`src/rtl/fsm_pair_sequencer_pkg.sv`:
```
`default_nettype none
// ------------------------------------------------------------------
// fsm_pair_sequencer_pkg -- shared state type and helpers  (rev 1.0)
// ------------------------------------------------------------------
package fsm_pair_sequencer_pkg;

   typedef enum logic [2:0] {
      S_IDLE  = 3'd0,
      S_CLR   = 3'd1,
      S_DRIVE = 3'd2,
      S_DRAIN = 3'd3,
      S_DONE  = 3'd4
   } state_t;

   localparam int DEF_PATTERN_W = 16;
   localparam int DEF_CNT_W     = 8;

   function automatic int idx_width(input int n);
      return (n > 1) ? $clog2(n) : 1;
   endfunction

   function automatic int len_width(input int n);
      return $clog2(n + 1);
   endfunction

   localparam int DEF_IDX_W = idx_width(DEF_PATTERN_W);

   function automatic logic [31:0] sat_inc(input logic [31:0] value, input int width);
      logic [31:0] max_v;
      max_v = (width >= 32) ? 32'hFFFF_FFFF : ((32'd1 << width) - 32'd1);
      return (value >= max_v) ? value : value + 32'd1;
   endfunction

endpackage
`default_nettype wire

```
`src/rtl/fsm_pair_sequencer_if.sv`:
```
`default_nettype none
// ------------------------------------------------------------------
// fsm_pair_sequencer_if -- control, status and FSM-pair signals (rev 1.0)
// ------------------------------------------------------------------
interface fsm_pair_sequencer_if
   import fsm_pair_sequencer_pkg::*;
#(
   parameter int PATTERN_W = DEF_PATTERN_W,
   parameter int CNT_W     = DEF_CNT_W
) ();
   localparam int LEN_W = len_width(PATTERN_W);
   localparam int IDX_W = idx_width(PATTERN_W);

   logic                 start;
   logic [PATTERN_W-1:0] pattern;
   logic [LEN_W-1:0]     len;
   logic                 z_onehot;
   logic                 z_binary;
   logic                 w;
   logic                 fsm_reset;
   logic                 busy;
   logic                 done;
   logic [CNT_W-1:0]     det_cnt;
   logic [CNT_W-1:0]     mis_cnt;
   logic [IDX_W-1:0]     first_mis_idx;
   logic                 mis_seen;

   // master is the sequencer; slave is the board / FSM-pair side
   modport master (
      input  start, pattern, len, z_onehot, z_binary,
      output w, fsm_reset, busy, done, det_cnt, mis_cnt, first_mis_idx, mis_seen
   );

   modport slave (
      output start, pattern, len, z_onehot, z_binary,
      input  w, fsm_reset, busy, done, det_cnt, mis_cnt, first_mis_idx, mis_seen
   );

endinterface
`default_nettype wire

```
`src/rtl/fsm_pair_sequencer_bit_serializer.sv`:
```
`default_nettype none
// ------------------------------------------------------------------
// fsm_pair_sequencer_bit_serializer -- latched pattern/length, bit index (rev 1.0)
// ------------------------------------------------------------------
module fsm_pair_sequencer_bit_serializer
   import fsm_pair_sequencer_pkg::*;
#(
   parameter int PATTERN_W = DEF_PATTERN_W,
   parameter int LEN_W     = len_width(DEF_PATTERN_W),
   parameter int IDX_W     = DEF_IDX_W
) (
   input  logic                 clk,
   input  logic                 reset,
   input  logic                 load,
   input  logic                 advance,
   input  logic [PATTERN_W-1:0] pattern,
   input  logic [LEN_W-1:0]     len,
   output logic                 bit_out,
   output logic                 last_bit,
   output logic [LEN_W-1:0]     idx
);
   logic [PATTERN_W-1:0] pat;
   logic [LEN_W-1:0]     len_q;
   logic [LEN_W-1:0]     len_eff;

   assign len_eff = ((len == '0) || (len > LEN_W'(PATTERN_W))) ? LEN_W'(PATTERN_W) : len;

   always_ff @(posedge clk or negedge reset) begin
      if (!reset) begin
         pat   <= '0;
         len_q <= LEN_W'(PATTERN_W);
         idx   <= '0;
      end else if (load) begin
         pat   <= pattern;
         len_q <= len_eff;
         idx   <= '0;
      end else if (advance) begin
         idx   <= idx + LEN_W'(1);
      end
   end

   // idx points at the next bit to issue, so w carries bit idx-1
   assign bit_out  = pat[IDX_W'(idx)];
   assign last_bit = (idx == len_q);

endmodule
`default_nettype wire

```
`src/rtl/fsm_pair_sequencer.sv`:
```
`default_nettype none
// ------------------------------------------------------------------
// fsm_pair_sequencer -- drives and cross-checks one-hot/binary FSM pair (rev 1.0)
// ------------------------------------------------------------------
module fsm_pair_sequencer
   import fsm_pair_sequencer_pkg::*;
#(
   parameter int PATTERN_W = DEF_PATTERN_W,
   parameter int CNT_W     = DEF_CNT_W
) (
   input  logic                 clk,
   input  logic                 reset,
   fsm_pair_sequencer_if.master bus
);
   localparam int LEN_W = len_width(PATTERN_W);
   localparam int IDX_W = idx_width(PATTERN_W);

   state_t           state;
   state_t           state_n;
   logic             load;
   logic             advance;
   logic             sample;
   logic             mismatch;
   logic             ser_bit;
   logic             last_bit;
   logic [LEN_W-1:0] ser_idx;
   logic [IDX_W-1:0] resp_idx;

   fsm_pair_sequencer_bit_serializer #(
      .PATTERN_W (PATTERN_W),
      .LEN_W     (LEN_W),
      .IDX_W     (IDX_W)
   ) u_serializer (
      .clk      (clk),
      .reset    (reset),
      .load     (load),
      .advance  (advance),
      .pattern  (bus.pattern),
      .len      (bus.len),
      .bit_out  (ser_bit),
      .last_bit (last_bit),
      .idx      (ser_idx)
   );

   always_ff @(posedge clk or negedge reset) begin
      if (!reset) state <= S_IDLE;
      else        state <= state_n;
   end

   always_comb begin
      state_n = state;
      load    = 1'b0;
      advance = 1'b0;
      sample  = 1'b0;
      case (state)
         S_IDLE: begin
            if (bus.start) begin
               state_n = S_CLR;
               load    = 1'b1;
            end
         end
         S_CLR: begin
            state_n = S_DRIVE;
            advance = 1'b1;
         end
         S_DRIVE: begin
            sample = (ser_idx >= LEN_W'(2));
            if (last_bit) state_n = S_DRAIN;
            else          advance = 1'b1;
         end
         S_DRAIN: begin
            sample  = 1'b1;
            state_n = S_DONE;
         end
         S_DONE:  state_n = S_IDLE;
         default: state_n = S_IDLE;
      endcase
   end

   // z answers the bit captured on the previous edge
   assign resp_idx = (state == S_DRAIN) ? IDX_W'(ser_idx - LEN_W'(1))
                                        : IDX_W'(ser_idx - LEN_W'(2));
   assign mismatch = (bus.z_onehot != bus.z_binary);

   always_ff @(posedge clk or negedge reset) begin
      if (!reset) begin
         bus.w             <= 1'b0;
         bus.fsm_reset     <= 1'b1;
         bus.busy          <= 1'b0;
         bus.done          <= 1'b0;
         bus.det_cnt       <= '0;
         bus.mis_cnt       <= '0;
         bus.first_mis_idx <= '0;
         bus.mis_seen      <= 1'b0;
      end else begin
         bus.w         <= advance & ser_bit;
         bus.fsm_reset <= (state_n == S_CLR);
         bus.busy      <= (state_n == S_CLR) || (state_n == S_DRIVE) || (state_n == S_DRAIN);
         bus.done      <= (state == S_DONE);
         if (load) begin
            bus.det_cnt       <= '0;
            bus.mis_cnt       <= '0;
            bus.first_mis_idx <= '0;
            bus.mis_seen      <= 1'b0;
         end else if (sample) begin
            if (bus.z_onehot)
               bus.det_cnt <= CNT_W'(sat_inc(32'(bus.det_cnt), CNT_W));
            if (mismatch) begin
               bus.mis_cnt <= CNT_W'(sat_inc(32'(bus.mis_cnt), CNT_W));
               if (!bus.mis_seen) begin
                  bus.mis_seen      <= 1'b1;
                  bus.first_mis_idx <= resp_idx;
               end
            end
         end
      end
   end

endmodule
`default_nettype wire

```
`src/flat_wrapper.sv`:
```
// flat-port wrapper written by rule: the top's interface ports become plain ports
module fsm_pair_sequencer_flat import fsm_pair_sequencer_pkg::*;
#(
   parameter int PATTERN_W = DEF_PATTERN_W,
   parameter int CNT_W     = DEF_CNT_W
)
  (clk, reset, bus_start, bus_pattern, bus_len, bus_z_onehot, bus_z_binary, bus_w, bus_fsm_reset, bus_busy, bus_done, bus_det_cnt, bus_mis_cnt, bus_first_mis_idx, bus_mis_seen);
  fsm_pair_sequencer_if #(.PATTERN_W(PATTERN_W), .CNT_W(CNT_W)) bus_i ();
  input  logic clk;
  input  logic reset;
  input wire logic [$bits(bus_i.start)-1:0] bus_start;
  input wire logic [$bits(bus_i.pattern)-1:0] bus_pattern;
  input wire logic [$bits(bus_i.len)-1:0] bus_len;
  input wire logic [$bits(bus_i.z_onehot)-1:0] bus_z_onehot;
  input wire logic [$bits(bus_i.z_binary)-1:0] bus_z_binary;
  output wire logic [$bits(bus_i.w)-1:0] bus_w;
  output wire logic [$bits(bus_i.fsm_reset)-1:0] bus_fsm_reset;
  output wire logic [$bits(bus_i.busy)-1:0] bus_busy;
  output wire logic [$bits(bus_i.done)-1:0] bus_done;
  output wire logic [$bits(bus_i.det_cnt)-1:0] bus_det_cnt;
  output wire logic [$bits(bus_i.mis_cnt)-1:0] bus_mis_cnt;
  output wire logic [$bits(bus_i.first_mis_idx)-1:0] bus_first_mis_idx;
  output wire logic [$bits(bus_i.mis_seen)-1:0] bus_mis_seen;
  assign bus_i.start = bus_start;
  assign bus_i.pattern = bus_pattern;
  assign bus_i.len = bus_len;
  assign bus_i.z_onehot = bus_z_onehot;
  assign bus_i.z_binary = bus_z_binary;
  assign bus_w = bus_i.w;
  assign bus_fsm_reset = bus_i.fsm_reset;
  assign bus_busy = bus_i.busy;
  assign bus_done = bus_i.done;
  assign bus_det_cnt = bus_i.det_cnt;
  assign bus_mis_cnt = bus_i.mis_cnt;
  assign bus_first_mis_idx = bus_i.first_mis_idx;
  assign bus_mis_seen = bus_i.mis_seen;
  fsm_pair_sequencer #(.PATTERN_W(PATTERN_W), .CNT_W(CNT_W)) u_core (.clk(clk), .reset(reset), .bus(bus_i));
endmodule
```
`config.mk`:
```
export PLATFORM = sky130hd
export DESIGN_NAME = fsm_pair_sequencer_flat
export DESIGN_NICKNAME = d
export VERILOG_FILES = /design/src/rtl/fsm_pair_sequencer_pkg.sv /design/src/rtl/fsm_pair_sequencer_if.sv /design/src/rtl/fsm_pair_sequencer_bit_serializer.sv /design/src/rtl/fsm_pair_sequencer.sv /design/src/flat_wrapper.sv
export SDC_FILE = /design/constraint.sdc
export NUM_CORES = 1
export LEC_CHECK = 0
export ABC_AREA = 1
export BUFFER_PORTS_ARGS = -buffer_cell sky130_fd_sc_hd__clkbuf_2
export CAP_MARGIN = 10
export CELL_PAD_IN_SITES_DETAIL_PLACEMENT = 1
export CELL_PAD_IN_SITES_GLOBAL_PLACEMENT = 1
export CORE_ASPECT_RATIO = 1.75
export CORE_MARGIN = 1
export CORE_UTILIZATION = 40
export CTS_BUF_LIST = sky130_fd_sc_hd__clkbuf_2 sky130_fd_sc_hd__clkbuf_4 sky130_fd_sc_hd__clkbuf_8
export DETAILED_ROUTE_END_ITERATION = 8
export GPL_ROUTABILITY_DRIVEN = 0
export PLACE_DENSITY = 0.81
export SLEW_MARGIN = 20
export SYNTH_ARGS = -nofsm -noshare
export SYNTH_HDL_FRONTEND = slang
export SYNTH_HIERARCHICAL = 1
export SYNTH_SLANG_ARGS = --single-unit
```
`constraint.sdc`:
```
create_clock -name clk -period 3.4 [get_ports clk]
set_input_delay 0.51 -clock clk [delete_from_list [all_inputs] [get_ports clk]]
set_output_delay 0.51 -clock clk [all_outputs]
set_load 0.05 [all_outputs]
```
==> results of run 1 <==
## critical path, stage by stage (launching register included)
cell	delay, ns
sky130_fd_sc_hd__dfrtp_1	0.72
sky130_fd_sc_hd__inv_2	0.20
sky130_fd_sc_hd__nand2_1	0.10
sky130_fd_sc_hd__nand4_1	0.07
sky130_fd_sc_hd__nor2_1	0.15
sky130_fd_sc_hd__inv_1	0.08
sky130_fd_sc_hd__a21oi_1	0.21
sky130_fd_sc_hd__inv_1	0.17
sky130_fd_sc_hd__nand2_4	0.12
sky130_fd_sc_hd__nor3_4	0.04
sky130_fd_sc_hd__o21ai_1	0.13
sky130_fd_sc_hd__a21oi_1	0.05
## sequential cells by signal, summed over array words and instances (netlist names)
| register | cells |
|---|---|
| u_core/bus.fsm_reset | 1 |
| u_core/u_serializer/pat | 16 |
| u_core/u_serializer/len_q | 5 |
| u_core/bus.done | 1 |
| u_core/bus.first_mis_idx | 4 |
| u_core/u_serializer/idx | 5 |
| u_core/bus.det_cnt | 8 |
| u_core/state | 3 |
| u_core/bus.mis_seen | 1 |
| u_core/bus.mis_cnt | 8 |
| u_core/bus.w | 1 |
| u_core/bus.busy | 1 |
## metal layers
layer | GRT usage (%) | vias up | share of wire, %
li1 | - | 1395 | -
met1 | 21.7 | 1324 | 40
met2 | 37.9 | 39 | 56
met3 | 2.83 | 7 | 2.3
met4 | 7.40 | 0 | 1.6
met5 | 0 | - | 0
## power by group through the flow
stage                     registers, mW  logic (mW)  clock network [mW]
final                              1.15        1.82               0.410
after global routing               1.20        2.03               0.450
after CTS                          1.16        1.85               0.422
after detailed placement           1.17        1.84                   0
after global placement             1.16        1.78                   0
after floorplan                    1.44        1.17                   0
## synthesized netlist by cell type, types with 3 or more instances
| cell type | instances | area share [%] |
|---|---|---|
| sky130_fd_sc_hd__buf_4 | 4 | 0.94 |
| sky130_fd_sc_hd__dfrtp_1 | 52 | 41 |
| sky130_fd_sc_hd__ha_1 | 8 | 3.1 |
| sky130_fd_sc_hd__nand2_4 | 4 | 1.4 |
| sky130_fd_sc_hd__xor2_1 | 3 | 0.82 |
| sky130_fd_sc_hd__inv_2 | 4 | 0.47 |
| sky130_fd_sc_hd__o21ai_1 | 9 | 1.4 |
| sky130_fd_sc_hd__nand2_1 | 134 | 16 |
| sky130_fd_sc_hd__inv_1 | 57 | 6.7 |
| sky130_fd_sc_hd__nand2_2 | 5 | 0.98 |
| sky130_fd_sc_hd__xnor2_1 | 5 | 1.4 |
| sky130_fd_sc_hd__nand3_1 | 35 | 5.5 |
| sky130_fd_sc_hd__o21ai_2 | 10 | 2.7 |
| sky130_fd_sc_hd__a21oi_1 | 9 | 1.4 |
| sky130_fd_sc_hd__o21ai_0 | 18 | 2.8 |
| sky130_fd_sc_hd__nand4_1 | 3 | 0.59 |
| sky130_fd_sc_hd__nor2_1 | 31 | 3.6 |
## final timing paths
kind | start | end | depth (start not counted)
worst min-delay path | reset | u_core/bus.det_cnt[7] | 1
worst min register to register | u_core/bus.first_mis_idx[1] | u_core/bus.first_mis_idx[1] | 2
worst max-delay path | u_core/u_serializer/idx[0] | u_core/u_serializer/idx[3] | 11
worst max register to register | u_core/u_serializer/idx[0] | u_core/u_serializer/idx[3] | 11
max in group asynchronous | reset | u_core/u_serializer/len_q[1] | 2
min in group clk | bus_pattern[2] | u_core/u_serializer/pat[2] | 3
## cell type report
cell class / instances / share of cell area [%]
clock buffer: 7 / 2.68
clock inverter: 1 / 0.243
inverter: 62 / 6.54
multi-input combinational: 292 / 42.7
sequential: 54 / 37.6
tap: 88 / 3.06
timing repair buffer: 51 / 7.16
## stage by stage
stage | power, mW | util (%) | hold slack, ns | worst slack (ns)
3_3_place_gp | 2.94 | 45.5 | 0.473 | 1.24
3_5_place_dp | 3.01 | 45.5 | 0.483 | 1.22
4_1_cts | 3.43 | 46.9 | 0.335 | 1.19
5_1_grt | 3.68 | 46.9 | 0.384 | 0.960
2_1_floorplan | 2.61 | - | 0.214 | 1.62
6_report | 3.38 | 46.9 | 0.307 | 1.23
## logic make-up (layout without fill, tap and decap cells)
group                    after synthesis  in the layout
AO/OA/AOI/OAI                         50             50
buffers and inverters                 71            121
XOR/XNOR                               8              8
adder cells (fa/ha/maj)                8              8
flip-flops                            54             54
AND/OR/NAND/NOR                      226            226
==> impl_metrics.tcl, run 1 <==
set metrics [dict create \
    yosys.area_share.xor_xnor_pct 2.19 \
    layout_worst_path_cycle_share_pct 63.8 \
    synth-compound-area-share_pct 9.63 \
    cells_after_synthesis 417 \
    detail_route.drc_violations 0 \
    avgRoutedWirePerCell_um 13.4 \
    yosys_warnings 6 \
    synth.avg_cell_area_sq_um 7.66 \
    intPower_mw 1.63 \
    async_reset_ff_share_pct 100 \
    cap_viol_max_count 0 \
    area_growth_pct 12.6 \
    synth_area_sq_um 3200 \
    worst-setup-path-type "register to register" \
    antenna_cells 0 \
    grt_max_degree 46 \
    rows 42 \
    muxShareOfSynthArea_pct 0 \
    setup-violations-final 0 \
    die_height_um 120 \
    sequentialPowerShare_pct 34.1 \
    ant_nets 0 \
    grt_antenna_before_repair 0 \
    run_status "complete, no violations" \
    max-vdd-ir-drop_mv 0.462 \
    cts_num_sinks 54 \
    global_route.usage.total_pct 19.8 \
    crit_path_start_kind "register" \
    hold_buf_count_cts 0 \
    synthAdderAreaFrac_pct 3.13 \
    tritoncts.num_buffers 5 \
    net_switching_power_mw 1.75 \
    finalHoldViolations 0 \
    fin_worst_skew_ns 0.0121 \
    placed_insts 547 \
    final_common_cell "sky130_fd_sc_hd__nand2_1" \
    period_minus_slack_ns 2.17 \
    comb_power_share_pct 53.8 \
    unrepaired_setup_endpoints_after_global_routing "no" \
    layout.cells.non_filler 555 \
    die_x_um 69.6 \
    place_hpwl_mm 5.63 \
    rrSetupSlack_ns 1.23 \
    design.final.nets 500 \
    post_cts.resized_instances 0 \
    grt-ovfl-total 0 \
    via_count 2765 \
    drt_iter0_markers 107 \
    power_per_cell_area_nw_per_um2 940 \
    leakage_power_nw 1.91 \
    synthFlopType "sky130_fd_sc_hd__dfrtp_1" \
    final_area_sq_um 3600 \
    required_ns 3.60 \
    post_synth_and_or_nand_nor_area_fraction_pct 33.1 \
    worst_skew_pair.late_latency_ns 0.32 \
    synth_top_family_by_area "simple AND/OR/NAND/NOR gates" \
    power.share.clock_pct 12.1 \
    detail_route.first_pass.iterations 4 \
    sequential_cell_area_sq_um 1350 \
    grt_pass1_wl_mm 13.2 \
    final_cell_mix "sky130_fd_sc_hd__nand2_1, sky130_fd_sc_hd__inv_1, sky130_fd_sc_hd__dfrtp_1" \
    timing.critical_path.to_type "register" \
    floorplan.io_pins 51 \
    core_sq_um 7670 \
    cts_tree "built" \
    slew_violations 0 \
    synth-edff-count 0 \
    arrival_ns 2.37 \
    clkTransAtPathRegs_ns 0.10 \
    layout_cells_sized_above_1_pct 21.0 \
    synth.lib_cells_used.distinct 34 \
    cts.root.buffer_cell "sky130_fd_sc_hd__clkbuf_8" \
    tightest_slew_ns 0.925 \
    finalSetupTns_ns 0 \
    route.final.wire_length_mm 7.45 \
    first_global_vias 2904 \
    crit_path_max_fanout 15 \
    clock_tree.htree_level_count 2 \
    timing.fmax_mhz 461 \
    floorplan.initialDensity_pct 41.7 \
    via_per_inst 4.98 \
    mappedNetlistNets 451 \
    clockBufferDepth 2 \
    postCtsSetupRepairBufs 0 \
    detailed_place.area_sq_um 3490 \
    layout.filler_cells 1000 \
    switching_share_pct 51.8 \
    share_of_the_yosys_chip_area_belonging_to_registers_pct 42.4 \
    synth.ff_latch_count 54 \
    total_area_of_multi_input_combinational_cells_sq_um 1540 \
    relSlewSlack_pct 38.3 \
    design.die.area_sq_um 8360 \
    min-delay-path-class "input pin to asynchronous set/reset pin" \
    placement.io_buffers 50 \
]
Note: power is estimated with default switching activity, not from simulation.
==> inputs of run 2 (changes only) <==
Settings changed: CORE_UTILIZATION 40 to 39, PLACE_DENSITY 0.81 to 0.83.
Clock period 3.4 ns to 1.8 ns, I/O delays scaled along.
==> run 2 against run 1 <==
- non-clock buffer count rose by 14
- critical endpoint is now u_core/bus.det_cnt[6]
- sequential cell count did not move
- largest cell class unchanged
- largest power group unchanged
- power rose by 94%
==> impl_metrics.tcl, run 2 (synthesis results as in run 1) <==
set metrics [dict create \
    antenna_cells 0 \
    design.die.area_sq_um 8570 \
    cts.root.buffer_cell "sky130_fd_sc_hd__clkbuf_8" \
    final_area_sq_um 3700 \
    period_minus_slack_ns 1.68 \
    clkTransAtPathRegs_ns 0.10 \
    post-layout-total-power_mw 6.55 \
    crit_path_start_kind "register" \
    clock_tree.htree_level_count 2 \
    largest_registers_ranked_by_flip_flop_count "u_core/u_serializer/pat (16), u_core/bus.det_cnt (8), u_core/bus.mis_cnt (8)" \
    via_per_inst 5.03 \
    postCtsSetupRepairBufs 0 \
    area_growth_pct 15.7 \
    rows 43 \
    layout_worst_path_cycle_share_pct 93.1 \
    fin_worst_skew_ns 0.00889 \
    largest-register "u_core/u_serializer/pat" \
    placement.io_buffers 50 \
    detail_route.first_pass.iterations 4 \
    place_hpwl_mm 6.16 \
    sequential_cell_area_sq_um 1350 \
    die_height_um 122 \
    detail_route.drc_violations 0 \
    required_ns 2.05 \
    worst_skew_pair.late_latency_ns 0.32 \
    clockBufferDepth 2 \
    finalSetupTns_ns 0 \
    arrival_ns 1.93 \
    first_global_vias 3072 \
    die_x_um 70.4 \
    total_area_of_multi_input_combinational_cells_sq_um 1540 \
    grt_antenna_before_repair 0 \
    max-vdd-ir-drop_mv 0.718 \
    slew_violations 0 \
    floorplan.io_pins 51 \
    min-delay-path-class "input pin to register" \
    cts_tree "built" \
    route.final.wire_length_mm 7.83 \
    power_per_cell_area_nw_per_um2 1770 \
    tightest_slew_ns 0.492 \
    layout.cells.non_filler 571 \
    unrepaired_setup_endpoints_after_global_routing "no" \
    timing.fmax_mhz 596 \
    cts_num_sinks 54 \
    core_sq_um 7910 \
    placed_insts 562 \
    grt-ovfl-total 0 \
    design.final.nets 514 \
    cap_viol_max_count 0 \
    final_common_cell "sky130_fd_sc_hd__nand2_1" \
    grt_max_degree 26 \
    run_status "complete, no violations" \
    timing.critical_path.to_type "register" \
    setup-violations-final 0 \
    detailed_place.area_sq_um 3590 \
    grt_pass1_wl_mm 13.9 \
    relSlewSlack_pct 67.2 \
    drt_iter0_markers 118 \
    finalHoldViolations 0 \
    max_ffs_per_register 16 \
    global_route.usage.total_pct 20.4 \
    final_cell_mix "sky130_fd_sc_hd__nand2_1, sky130_fd_sc_hd__inv_1, sky130_fd_sc_hd__dfrtp_1" \
    layout.filler_cells 1050 \
    leakage_power_nw 1.97 \
    tritoncts.num_buffers 5 \
    crit_path_max_fanout 16 \
    layout_cells_sized_above_1_pct 23.5 \
    via_count 2873 \
    avgRoutedWirePerCell_um 13.7 \
    ant_nets 0 \
    final_core_util_pct 46.7 \
    floorplan.initialDensity_pct 40.4 \
    worst-setup-path-type "register to register" \
]
run 2: cell count changes in the layout (fill, tap and decap cells not counted), sizes merged:
cell,change
buf,+13
dlygate4sd3,+1
clkbuf,-1
clkinv,+1
run 2: final timing paths:
| check | startpoint | depth (start not counted) | slack, ns | end |
|---|---|---|---|---|
| min in group asynchronous | reset | 2 | 0.43 | u_core/bus.det_cnt[7] |
| max | u_core/u_serializer/idx[2] | 9 | 0.12 | u_core/bus.det_cnt[6] |
| max in group asynchronous | reset | 3 | 0.69 | u_core/u_serializer/pat[7] |
| min | bus_pattern[2] | 3 | 0.15 | u_core/u_serializer/pat[2] |
| min reg2reg | u_core/bus.first_mis_idx[2] | 2 | 0.50 | u_core/bus.first_mis_idx[2] |
| max reg2reg | u_core/u_serializer/idx[2] | 9 | 0.12 | u_core/bus.det_cnt[6] |
run 2: through the flow:
stage                     hold slack, ns  setup WS [ns]
after floorplan                  -0.0256         0.0208
after global placement             0.246          0.138
after detailed placement           0.262         0.0661
after CTS                          0.146        0.00815
after global routing               0.154        0.00374
final                              0.152          0.123
run 2: critical path, stage by stage, from the launching register on:
cell and delay [ns]:
sky130_fd_sc_hd__dfrtp_1 0.41, sky130_fd_sc_hd__buf_4 0.18, sky130_fd_sc_hd__inv_1 0.11, sky130_fd_sc_hd__ha_1 0.23, sky130_fd_sc_hd__nand3_1 0.14, sky130_fd_sc_hd__nand2_2 0.13, sky130_fd_sc_hd__nand2_8 0.10, sky130_fd_sc_hd__nand2_8 0.16
sky130_fd_sc_hd__nand2_1 0.08, sky130_fd_sc_hd__o21ai_2 0.06
run 2: layout make-up:
class | instances | area share [%]
multi-input combinational | 292 | 41.7
sequential | 54 | 36.6
timing repair buffer | 65 | 9.88
inverter | 62 | 6.36
tap | 90 | 3.05
clock buffer | 6 | 2.06
clock inverter | 2 | 0.372
run 2: power by group:
group	total (mW)	leakage, nW	internal (mW)	switching, mW
clock	0.712	0.0486	0.291	0.421
sequential	2.11	0.692	1.71	0.406
combinational	3.72	1.23	1.16	2.56
total	6.55	1.97	3.16	3.39
run 2: repair_timing:
| action | in CTS | in global routing |
|---|---|---|
| setup endpoints to repair | 0 | 5 |
| endpoints found under the hold margin | 16 | 0 |
| hold buffers | 1 | 0 |
| resized for setup | 0 | 2 |
run 2: layer usage:
layer | vias to the layer above | GRT usage [%] | part of all wire [%] | routed length (um)
met1 | 1397 | 20.9 | 38 | 3000
met4 | 0 | 7.38 | 1.5 | 121
met5 | - | 0 | 0 | 0
li1 | 1420 | - | - | -
met2 | 49 | 40.6 | 58 | 4510
met3 | 7 | 2.81 | 2.4 | 188
